==> config.mk <==
export PLATFORM = sky130hd
export DESIGN_NAME = frame_receiver
export DESIGN_NICKNAME = d
export VERILOG_FILES = /design/src/rtl/frame_pkg.sv /design/src/rtl/delay_timer.sv /design/src/rtl/frame_receiver.sv
export SDC_FILE = /design/constraint.sdc
export NUM_CORES = 1
export LEC_CHECK = 0
export CAP_MARGIN = 20
export CORE_ASPECT_RATIO = 1.2
export CORE_MARGIN = 3
export CORE_UTILIZATION = 50
export CTS_BUF_LIST = sky130_fd_sc_hd__clkbuf_2
export DETAILED_ROUTE_END_ITERATION = 10
export PLACE_DENSITY = 0.83
export SETUP_SLACK_MARGIN = 0.2
export SLEW_MARGIN = 20
export SYNTH_ARGS = -nofsm -noshare
export SYNTH_HDL_FRONTEND = slang
export SYNTH_HIERARCHICAL = 1
export SYNTH_SLANG_ARGS = --single-unit
export TNS_END_PERCENT = 20
==> constraint.sdc <==
create_clock -name tx_clk -period 2.8 [get_ports tx_clk]
set_input_delay 0.56 -clock tx_clk [delete_from_list [all_inputs] [get_ports tx_clk]]
set_output_delay 0.56 -clock tx_clk [all_outputs]
set_load 0.1 [all_outputs]
==> src/rtl/frame_pkg.sv <==
// Shared definitions for the frame_receiver / frame_sender pair: FSM encoding,
// EtherType and MAC constants, and a header byte lookup.
package frame_pkg;

   typedef enum logic [2:0] {
      ST_IDLE,
      ST_DST,
      ST_SRC,
      ST_TYPE,
      ST_PAYLOAD,
      ST_WAIT_STATUS,
      ST_DROP
   } rx_state_t;

   localparam logic [15:0] ETH_TYPE_IPV4 = 16'h0800;
   localparam logic [15:0] ETH_TYPE_ARP  = 16'h0806;
   localparam logic [15:0] ETH_TYPE_RARP = 16'h8035;
   localparam logic [15:0] ETH_TYPE_IPV6 = 16'h86DD;

   localparam logic [47:0] MAC_BROADCAST = '1;
   localparam logic [47:0] MAC_NETFPGA   = 48'h004E46324300;

   localparam int unsigned HDR_LEN = 14;

   // Byte idx (0..13) of the on-wire header dst|src|type, MSB first.
   function automatic logic [7:0] hdr_byte(input logic [47:0] dst,
                                           input logic [47:0] src,
                                           input logic [15:0] etype,
                                           input logic [3:0]  idx);
      logic [111:0] hdr;
      int unsigned  sel;
      hdr = {dst, src, etype};
      sel = (32'(idx) >= HDR_LEN) ? 32'd0 : (HDR_LEN - 32'd1 - 32'(idx));
      return hdr[sel*8 +: 8];
   endfunction

endpackage

==> src/rtl/delay_timer.sv <==
// Launch-to-accept latency timer: armed by send_start, closed by frame_ok,
// disarmed with a timeout pulse when it reaches TIMEOUT.
module delay_timer #(
   parameter logic [15:0] TIMEOUT = 16'hFFFF
) (
   input  logic        tx_clk,
   input  logic        reset,
   input  logic        send_start,
   input  logic        frame_ok,
   output logic [15:0] delay_cycles,
   output logic        delay_valid,
   output logic        delay_timeout
);

   logic [15:0] timer_q, timer_d;
   logic        armed_q, armed_d;
   logic [15:0] delay_cycles_q, delay_cycles_d;
   logic        delay_valid_q, delay_valid_d;
   logic        delay_timeout_q, delay_timeout_d;
   logic [15:0] timer_inc;

   assign timer_inc = timer_q + 16'd1;

   always_comb begin
      timer_d         = timer_q;
      armed_d         = armed_q;
      delay_cycles_d  = delay_cycles_q;
      delay_valid_d   = 1'b0;
      delay_timeout_d = 1'b0;
      if (armed_q) begin
         if (frame_ok) begin
            delay_cycles_d = timer_inc;
            delay_valid_d  = 1'b1;
            armed_d        = 1'b0;
         end else begin
            timer_d = timer_inc;
            if (timer_inc == TIMEOUT) begin
               delay_timeout_d = 1'b1;
               armed_d         = 1'b0;
            end
         end
      end
      // A launch is applied after any closing measurement in the same cycle.
      if (send_start) begin
         timer_d = '0;
         armed_d = 1'b1;
      end
   end

   always_ff @(posedge tx_clk or posedge reset) begin
      if (reset) begin
         timer_q         <= '0;
         armed_q         <= 1'b0;
         delay_cycles_q  <= '0;
         delay_valid_q   <= 1'b0;
         delay_timeout_q <= 1'b0;
      end else begin
         timer_q         <= timer_d;
         armed_q         <= armed_d;
         delay_cycles_q  <= delay_cycles_d;
         delay_valid_q   <= delay_valid_d;
         delay_timeout_q <= delay_timeout_d;
      end
   end

   assign delay_cycles  = delay_cycles_q;
   assign delay_valid   = delay_valid_q;
   assign delay_timeout = delay_timeout_q;

endmodule

==> src/rtl/frame_receiver.sv <==
// Ethernet frame filter/acceptor with launch-to-accept latency measurement.
// Define FRAME_RECEIVER_SRC_CHECK_EN to also check the source MAC.
module frame_receiver
   import frame_pkg::*;
#(
   parameter logic [47:0] EXP_DST_MAC  = MAC_BROADCAST,
   parameter logic [47:0] EXP_SRC_MAC  = MAC_NETFPGA,
   parameter logic [15:0] EXP_ETH_TYPE = ETH_TYPE_ARP,
   parameter int unsigned MIN_LEN      = 60,
   parameter logic [15:0] TIMEOUT      = 16'hFFFF
) (
   input  logic        tx_clk,
   input  logic        reset,
   input  logic [7:0]  mac_rx_data,
   input  logic        mac_rx_dvld,
   input  logic        mac_rx_goodframe,
   input  logic        mac_rx_badframe,
   input  logic        send_start,
   output logic        rx_frame_ok,
   output logic        rx_frame_err,
   output logic [15:0] delay_cycles,
   output logic        delay_valid,
   output logic        delay_timeout,
   output logic [15:0] frame_count,
   output logic [15:0] err_count
);

`ifdef FRAME_RECEIVER_SRC_CHECK_EN
   localparam bit SRC_CHECK = 1'b1;
`else
   localparam bit SRC_CHECK = 1'b0;
`endif

   rx_state_t   state_q, state_d;
   logic [13:0] byte_cnt_q, byte_cnt_d;
   logic        mismatch_q, mismatch_d;
   logic        trunc_q, trunc_d;
   logic        dvld_prev_q, dvld_prev_d;
   logic        rx_frame_ok_q, rx_frame_ok_d;
   logic        rx_frame_err_q, rx_frame_err_d;
   logic [15:0] frame_count_q, frame_count_d;
   logic [15:0] err_count_q, err_count_d;

   logic        dvld_rise, status, start_frame, is_src_byte, byte_bad;
   logic        len_ok, frame_good;
   logic [3:0]  hdr_idx;
   logic [13:0] byte_cnt_inc;

   assign dvld_rise   = mac_rx_dvld & ~dvld_prev_q;
   assign status      = mac_rx_goodframe | mac_rx_badframe;
   assign start_frame = dvld_rise & ((state_q == ST_IDLE) || (state_q == ST_WAIT_STATUS) ||
                                     (state_q == ST_DROP));
   assign hdr_idx     = start_frame ? 4'd0 : byte_cnt_q[3:0];
   assign is_src_byte = (hdr_idx >= 4'd6) && (hdr_idx <= 4'd11);
   assign byte_bad    = (mac_rx_data != hdr_byte(EXP_DST_MAC, EXP_SRC_MAC, EXP_ETH_TYPE, hdr_idx))
                        && (SRC_CHECK || !is_src_byte);
   assign byte_cnt_inc = (byte_cnt_q == '1) ? byte_cnt_q : byte_cnt_q + 14'd1;
   assign len_ok      = 32'(byte_cnt_q) >= MIN_LEN;
   assign frame_good  = mac_rx_goodframe & ~mac_rx_badframe & ~mismatch_q & len_ok;

   always_ff @(posedge tx_clk or posedge reset) begin
      if (reset) begin
         state_q        <= ST_IDLE;
         byte_cnt_q     <= '0;
         mismatch_q     <= 1'b0;
         trunc_q        <= 1'b0;
         // Held high so a frame already in flight at reset release is not seen as a start.
         dvld_prev_q    <= 1'b1;
         rx_frame_ok_q  <= 1'b0;
         rx_frame_err_q <= 1'b0;
         frame_count_q  <= '0;
         err_count_q    <= '0;
      end else begin
         state_q        <= state_d;
         byte_cnt_q     <= byte_cnt_d;
         mismatch_q     <= mismatch_d;
         trunc_q        <= trunc_d;
         dvld_prev_q    <= dvld_prev_d;
         rx_frame_ok_q  <= rx_frame_ok_d;
         rx_frame_err_q <= rx_frame_err_d;
         frame_count_q  <= frame_count_d;
         err_count_q    <= err_count_d;
      end
   end

   always_comb begin
      state_d     = state_q;
      byte_cnt_d  = byte_cnt_q;
      mismatch_d  = mismatch_q;
      trunc_d     = trunc_q;
      dvld_prev_d = mac_rx_dvld;
      if (start_frame) begin
         state_d    = ST_DST;
         byte_cnt_d = 14'd1;
         mismatch_d = byte_bad;
         trunc_d    = 1'b0;
      end else begin
         case (state_q)
            ST_DST, ST_SRC, ST_TYPE: begin
               if (mac_rx_dvld) begin
                  byte_cnt_d = byte_cnt_inc;
                  mismatch_d = mismatch_q | byte_bad;
                  if (state_q == ST_DST && byte_cnt_q == 14'd5)
                     state_d = ST_SRC;
                  else if (state_q == ST_SRC && byte_cnt_q == 14'd11)
                     state_d = ST_TYPE;
                  else if (state_q == ST_TYPE && byte_cnt_q == 14'd13)
                     state_d = ST_PAYLOAD;
               end else begin
                  trunc_d = 1'b1;
                  state_d = status ? ST_IDLE : ST_DROP;
               end
            end
            ST_PAYLOAD: begin
               if (mac_rx_dvld)
                  byte_cnt_d = byte_cnt_inc;
               else
                  state_d = status ? ST_IDLE : ST_WAIT_STATUS;
            end
            ST_WAIT_STATUS, ST_DROP: begin
               if (status)
                  state_d = ST_IDLE;
            end
            default: state_d = ST_IDLE;
         endcase
      end
   end

   // The status pulse may coincide with the first dvld-low cycle, so the verdict
   // is taken there as well as in WAIT_STATUS/DROP.
   always_comb begin
      rx_frame_ok_d  = 1'b0;
      rx_frame_err_d = 1'b0;
      case (state_q)
         ST_DST, ST_SRC, ST_TYPE: begin
            if (!mac_rx_dvld && status)
               rx_frame_err_d = 1'b1;
         end
         ST_PAYLOAD: begin
            if (!mac_rx_dvld && status) begin
               rx_frame_ok_d  = frame_good;
               rx_frame_err_d = ~frame_good;
            end
         end
         ST_WAIT_STATUS, ST_DROP: begin
            if (status) begin
               rx_frame_ok_d  = frame_good & ~trunc_q;
               rx_frame_err_d = ~(frame_good & ~trunc_q);
            end else if (dvld_rise) begin
               rx_frame_err_d = 1'b1;
            end
         end
         default: ;
      endcase
      frame_count_d = frame_count_q + {15'd0, rx_frame_ok_d};
      err_count_d   = err_count_q + {15'd0, rx_frame_err_d};
   end

   delay_timer #(
      .TIMEOUT(TIMEOUT)
   ) u_delay_timer (
      .tx_clk        (tx_clk),
      .reset         (reset),
      .send_start    (send_start),
      .frame_ok      (rx_frame_ok_q),
      .delay_cycles  (delay_cycles),
      .delay_valid   (delay_valid),
      .delay_timeout (delay_timeout)
   );

   assign rx_frame_ok  = rx_frame_ok_q;
   assign rx_frame_err = rx_frame_err_q;
   assign frame_count  = frame_count_q;
   assign err_count    = err_count_q;

endmodule

After elaboration in Yosys (flattened, before gate mapping)
Index checks and enable logic that the tools add are counted.
{"block": "op_classes", "n_reduce_logical": 24, "addsub": 5, "n_shift": 1, "n_eq_ne": 18, "bitwise": 14, "n_mux": 42, "magnitude_cmp": 4}
{"operator": "$shiftx A112 B33 Y8 const A", "count": 1}
{"operator": "$mux W14", "count": 4}
{"operator": "$mux W16", "count": 3}
{"operator": "$add A16 B1 Y16", "count": 2}
{"operator": "$mux W29", "count": 1}
{"operator": "$eq A14 B4 Y1 const B", "count": 2}
{"operator": "$mux W3", "count": 9}
{"operator": "$mux W1", "count": 21}
{"operator": "$add A16 B1 Y16 const B", "count": 1}
{"operator": "$eq A16 B16 Y1 const B", "count": 1}
{"operator": "$add A14 B1 Y14 const B", "count": 1}
{"operator": "$eq A14 B14 Y1 const B", "count": 1}
{"operator": "$eq A14 B3 Y1 const B", "count": 1}
{"operator": "$ge A14 B6 Y1 const B", "count": 1}
{"operator": "$eq A3 B3 Y1 const B", "count": 3}
{"operator": "$pmux W3 S3", "count": 1}
{"operator": "$ne A8 B8 Y1", "count": 1}
{"operator": "$reduce_and A2 Y1", "count": 4}
{"operator": "$reduce_bool A2 Y1", "count": 4}
{"operator": "$and A1 B1 Y1", "count": 6}
{"operator": "$eq A3 B2 Y1 const B", "count": 2}
{"operator": "$logic_and A1 B1 Y1", "count": 6}
{"operator": "$ne A3 B3 Y1 const B", "count": 2}
{"operator": "$ne A6 B6 Y1 const B", "count": 1}
{"operator": "other kinds (19)", "count": 29}
{"block": "totals", "word_cells": 122, "inputBits": 14, "out_inout_bits": 52, "ff_bits": 89}

Longest topological paths before layout
{"block": "depth", "depth_word": 14, "mapped_depth": 11, "mapped_depth_nobuf": 11}

Modules after synthesis
The synthesis kept the hierarchy.
{"mod": "frame_receiver", "n_inst": 1, "area_each_um2": 2926.6, "seq_area_each_um2": 1352.5, "cells_each": 303}
{"mod": "delay_timer", "n_inst": 1, "area_each_um2": 1814.2, "seq_area_each_um2": 875.8, "cells_each": 201}

Worst setup path after synthesis
Ideal clock, no wire load.
{"block": "synth_timing", "path_kind": "register -> register", "start": "reg byte_cnt_q[11]", "end": "reg err_count_q[12], in the netlist err_count[12]", "t_arrival_ns": 2.345, "slack_ns": 0.297, "required_time_ns": 2.642, "path_stages_with_launch": 11, "synth_period_minus_slack_ns": 2.503, "setup_time_ns": 0.158, "path_cell_list": "dfrtp_1 nor4_1 a31oi_1 a222oi_1 a32o_1 ha_1 ha_1 nand2_1 nor3_1 nand3_1 xnor2_1"}
{"block": "synth_between", "elab_chain_len": 7}
{"item": "start: declaration", "line": "frame_receiver.sv:35", "text": "logic [13:0] byte_cnt_q, byte_cnt_d;"}
{"item": "start signal: assignment", "line": "frame_receiver.sv:75", "text": "byte_cnt_q <= byte_cnt_d;"}
{"item": "$ge A14 B6 Y1 *", "line": "frame_receiver.sv:58", "text": "assign len_ok = 32'(byte_cnt_q) >= MIN_LEN;"}
{"item": "$and A1 B1 Y1 *", "line": "frame_receiver.sv:59", "text": "assign frame_good = mac_rx_goodframe & ~mac_rx_badframe & ~mismatch_q & len_ok;"}
{"item": "$and A1 B1 Y1", "line": "frame_receiver.sv:148", "text": "rx_frame_err_d = ~(frame_good & ~trunc_q);"}
{"item": "$not A1 Y1", "line": "frame_receiver.sv:148"}
{"item": "$mux W1", "line": "frame_receiver.sv:146", "text": "if (status) begin"}
{"item": "$pmux W1 S3 *", "line": "frame_receiver.sv:134", "text": "case (state_q)"}
{"item": "via rx_frame_err_d", "line": "frame_receiver.sv:40", "text": "logic rx_frame_err_q, rx_frame_err_d;"}
{"item": "$add A16 B1 Y16 *", "line": "frame_receiver.sv:156", "text": "err_count_d = err_count_q + {15'd0, rx_frame_err_d};"}
{"item": "via err_count_d[12]", "line": "frame_receiver.sv:42", "text": "logic [15:0] err_count_q, err_count_d;"}
{"item": "end signal: assignment", "line": "frame_receiver.sv:82", "text": "err_count_q <= err_count_d;"}
{"item": "end: declaration", "line": "frame_receiver.sv:42"}
Mark *: on every way through the listed nets, which the timed path passes. The rest lies on a longest branch.
A chain may end at the register's enable or synchronous reset.

Final worst setup path
{"block": "layout_timing", "start": "reg byte_cnt_q[10]", "end": "reg err_count_q[12], in the netlist err_count[12]"}
The elaborated chain is that of the path after synthesis.

==> summary.txt <==
Outcome
  – Status: complete, no violations

Route
  – Remaining antenna violation count after routing: 0
  – Via/cell ratio: 5.51
  – Via count: 3,895
  – Detailed-route DRC error count: 0
  – DR WL/cell: 14.2 um
  – Drt total wl: 10.1 mm
  – Pre-antenna DRT Iters: 5
  – Starting DRC count in detailed routing: 157

Clock network
  – Hold buffer count at cts: 0
  – Clk_lat worst skew: 530 ps
  – H-tree Lvls: 3
  – CTS tree: done
  – CTS Buf Count: 9
  – Root buffer cell: clkbuf_2
  – CTS clk-pin slew, worst paths: 210 ps
  – CTS sink count: 89
  – Clock tree buffer depth: 2

Floorplan
  – Total core area: 0.00913 mm2
  – FP Rows: 38
  – Full die area: 0.0107 mm2
  – I/O pin count: 66
  – Initial Util: 51.9%
  – Die width: 94.9 um
  – Die H: 113 um

Synth
  – Seq cells post-synth: 89
  – EDFF count, synth: 0
  – Syn Nets: 527
  – Mapped Cells: 504
  – Ys Warns: 6
  – Fraction of registers with async set or reset after synthesis: 100%
  – Synth unique cells: 52
  – Post-Syn Area per Cell: 9.41 um2
  – Sequential share of the synthesized area: 47.0%
  – Syn Std Cell Area: 0.00474 mm2
  – Synth Flop Type: dfrtp_1

Layout
  – Layout overhead on the synthesized area: 19.5%
  – Leading cell type in the layout, fill and taps excluded: dfrtp_1
  – Most frequent cells in the layout: dfrtp_1 (84), buf_4 (81), nor2_1 (71)
  – Final #Nets: 605
  – Ant diodes: 0
  – Layout Utilization: 62.0%
  – Ratio of cells with drive above 1 in the final layout: 20.6%
  – Fill cell count: 769

Timing
  – Slew Viols, Final: 0
  – Fmax: 402 MHz
  – RSZ-0062 raised after global routing: yes
  – Slew headroom: 36.8%
  – Min Tclk post-route: 2490 ps
  – Worst Skew: 32.7 ps
  – Final period utilization: 88.9%
  – Final number of hold-violating endpoints: 0
  – Setup tns final: 0 ps
  – Tightest Pin Transition: 948 ps
  – Setup violators final: 0

Pwr
  – Tot Pwr: 3.21 mW
  – Sequential share of power: 48.5%
  – Combinational power share: 34.8%
  – Leak: 2.54 nW
  – Pwr/cell area: 566 mW/mm2
  – Sw Ratio: 42.2%
  – Sw power: 1.35 mW
  – Internal: 1.85 mW
  – Clk network pwr share: 16.6%
  – VDD IR max: 0.747 mV

Place
  – Final estimated routing congestion in global placement: 0.934
  – Buffers on Ports: 65
  – Final HPWL from detailed placement: 7.24 mm

Global routing
  – Overall Global Routing Usage: 20.2%
  – First-pass GRT wire length: 17.4 mm
  – Via count of the first global-routing pass: 3,845
  – Initial antenna violation count: 0
  – Largest net degree at the start of global routing: 36
  – Total gr overflow: 0

Critical path
  – CP endpoint kind: flop
  – Required @ worst endpoint: 3250 ps
  – Setup CP Type: flop to flop
  – Crit start category: flop
  – Crit path max fanout: 3
  – CP arrival: 2940 ps

Min path
  – HP Class: input port to asynchronous set/reset pin

Job
  – Max-cap violations: 0
## per-stage QoR
step / hold slack, ps / worst slack [ps] / cells / cell area [um2]
2_1_floorplan: 492 / 297 / 504 / 4740
3_3_place_gp: 471 / 19.5 / 679 / 5410
3_5_place_dp: 471 / -137 / 679 / 5410
4_1_cts: 373 / 191 / 702 / 5600
5_1_grt: 344 / 161 / 707 / 5660
6_report: 382 / 310 / 707 / 5660
## cell type report
type | instances | area [um2] | area share (%)
inverter | 13 | 48.8 | 0.862
sequential | 89 | 2230 | 39.4
timing repair buffer | 95 | 758 | 13.4
clock inverter | 4 | 21.3 | 0.376
multi-input combinational | 374 | 2390 | 42.2
tap | 120 | 150 | 2.65
clock buffer | 12 | 60.1 | 1.06
## cell families after synthesis
kind of cell               count (synthesis)  share of synthesized area, %
buffers and inverters                     41                          4.20
and+or+nand+nor                          221                          23.5
xor gates and xnor gates                  70                          12.9
AOI/OAI and AO/OA                         71                          9.32
muxes                                      3                         0.633
adders and majority gates                  9                          2.38
DFF                                       89                          47.0
## timing repair
item,CTS,global route
cloned,0,0
setup buffers,7,5
setup endpoints to repair,8,13
resized for setup,13,6
pin swaps,5,7
## power by group through the flow
stage	clock network (mW)	logic, mW	registers [mW]
after global placement	0	1.07	1.56
after detailed placement	0	1.09	1.57
after floorplan	0	0.499	1.91
after global routing	0.611	1.20	1.58
final	0.534	1.12	1.56
after CTS	0.545	1.11	1.55
## metal layers
metal	GRT usage [%]	vias up	part of all wire, %
li1	-	1904	-
met1	24.8	1875	42
met2	33.8	94	52
met3	4.69	22	4.0
met4	8.18	0	2.3
met5	0	-	0
## synth_stat cells, drive strengths merged (3+ instances only)
| master | count | area (um2) |
|---|---|---|
| xnor2 | 44 | 385 |
| dfrtp | 88 | 2200 |
| nand2b | 4 | 25.0 |
| buf | 13 | 93.8 |
| or3 | 7 | 43.8 |
| clkbuf | 15 | 56.3 |
| o211ai | 4 | 30.0 |
| and3 | 13 | 81.3 |
| o31ai | 4 | 30.0 |
| o21ai | 13 | 68.8 |
| or4 | 3 | 26.3 |
| inv | 13 | 48.8 |
| a31oi | 6 | 37.5 |
| nor4 | 8 | 50.1 |
| ha | 9 | 113 |
| nand3 | 30 | 155 |
| nand2 | 37 | 139 |
| mux2i | 3 | 30.0 |
| a32o | 3 | 30.0 |
| nor2b | 7 | 43.8 |
| a21oi | 30 | 150 |
| xor2 | 26 | 228 |
| nand4 | 17 | 106 |
| nor3 | 10 | 55.1 |
| nor2 | 71 | 267 |
## flip-flops by register name, summed over array words and instances (netlist names), 3 cells and up
signal                      cells
u_delay_timer/delay_cycles     16
u_delay_timer/timer_q          16
byte_cnt_q                     14
err_count                      16
state_q                         3
frame_count                    16
## final timing paths
| kind | startpoint | to | slack, ps | depth (start not counted) |
|---|---|---|---|---|
| setup / recovery | byte_cnt_q[10] | err_count[12] | 310 | 11 |
| hold / removal | reset | err_count[5] | 380 | 2 |
| setup reg to reg | byte_cnt_q[10] | err_count[12] | 310 | 11 |
| hold reg to reg | err_count[15] | err_count[15] | 490 | 1 |
| max in group asynchronous | reset | byte_cnt_q[11] | 1850 | 3 |
| min in group tx_clk | err_count[15] | err_count[15] | 490 | 1 |
## critical path, cell delays in order, from the launching register on
cell and delay [ps]:
dfrtp_1 470, nor4_4 360, a31oi_2 160, a222oi_1 300, a32o_2 270, ha_4 150
ha_4 140, nand2_2 60, nor3_2 110, buf_4 130, nand3_1 90, xnor2_1 180
Power figures use the tool's default switching activity.
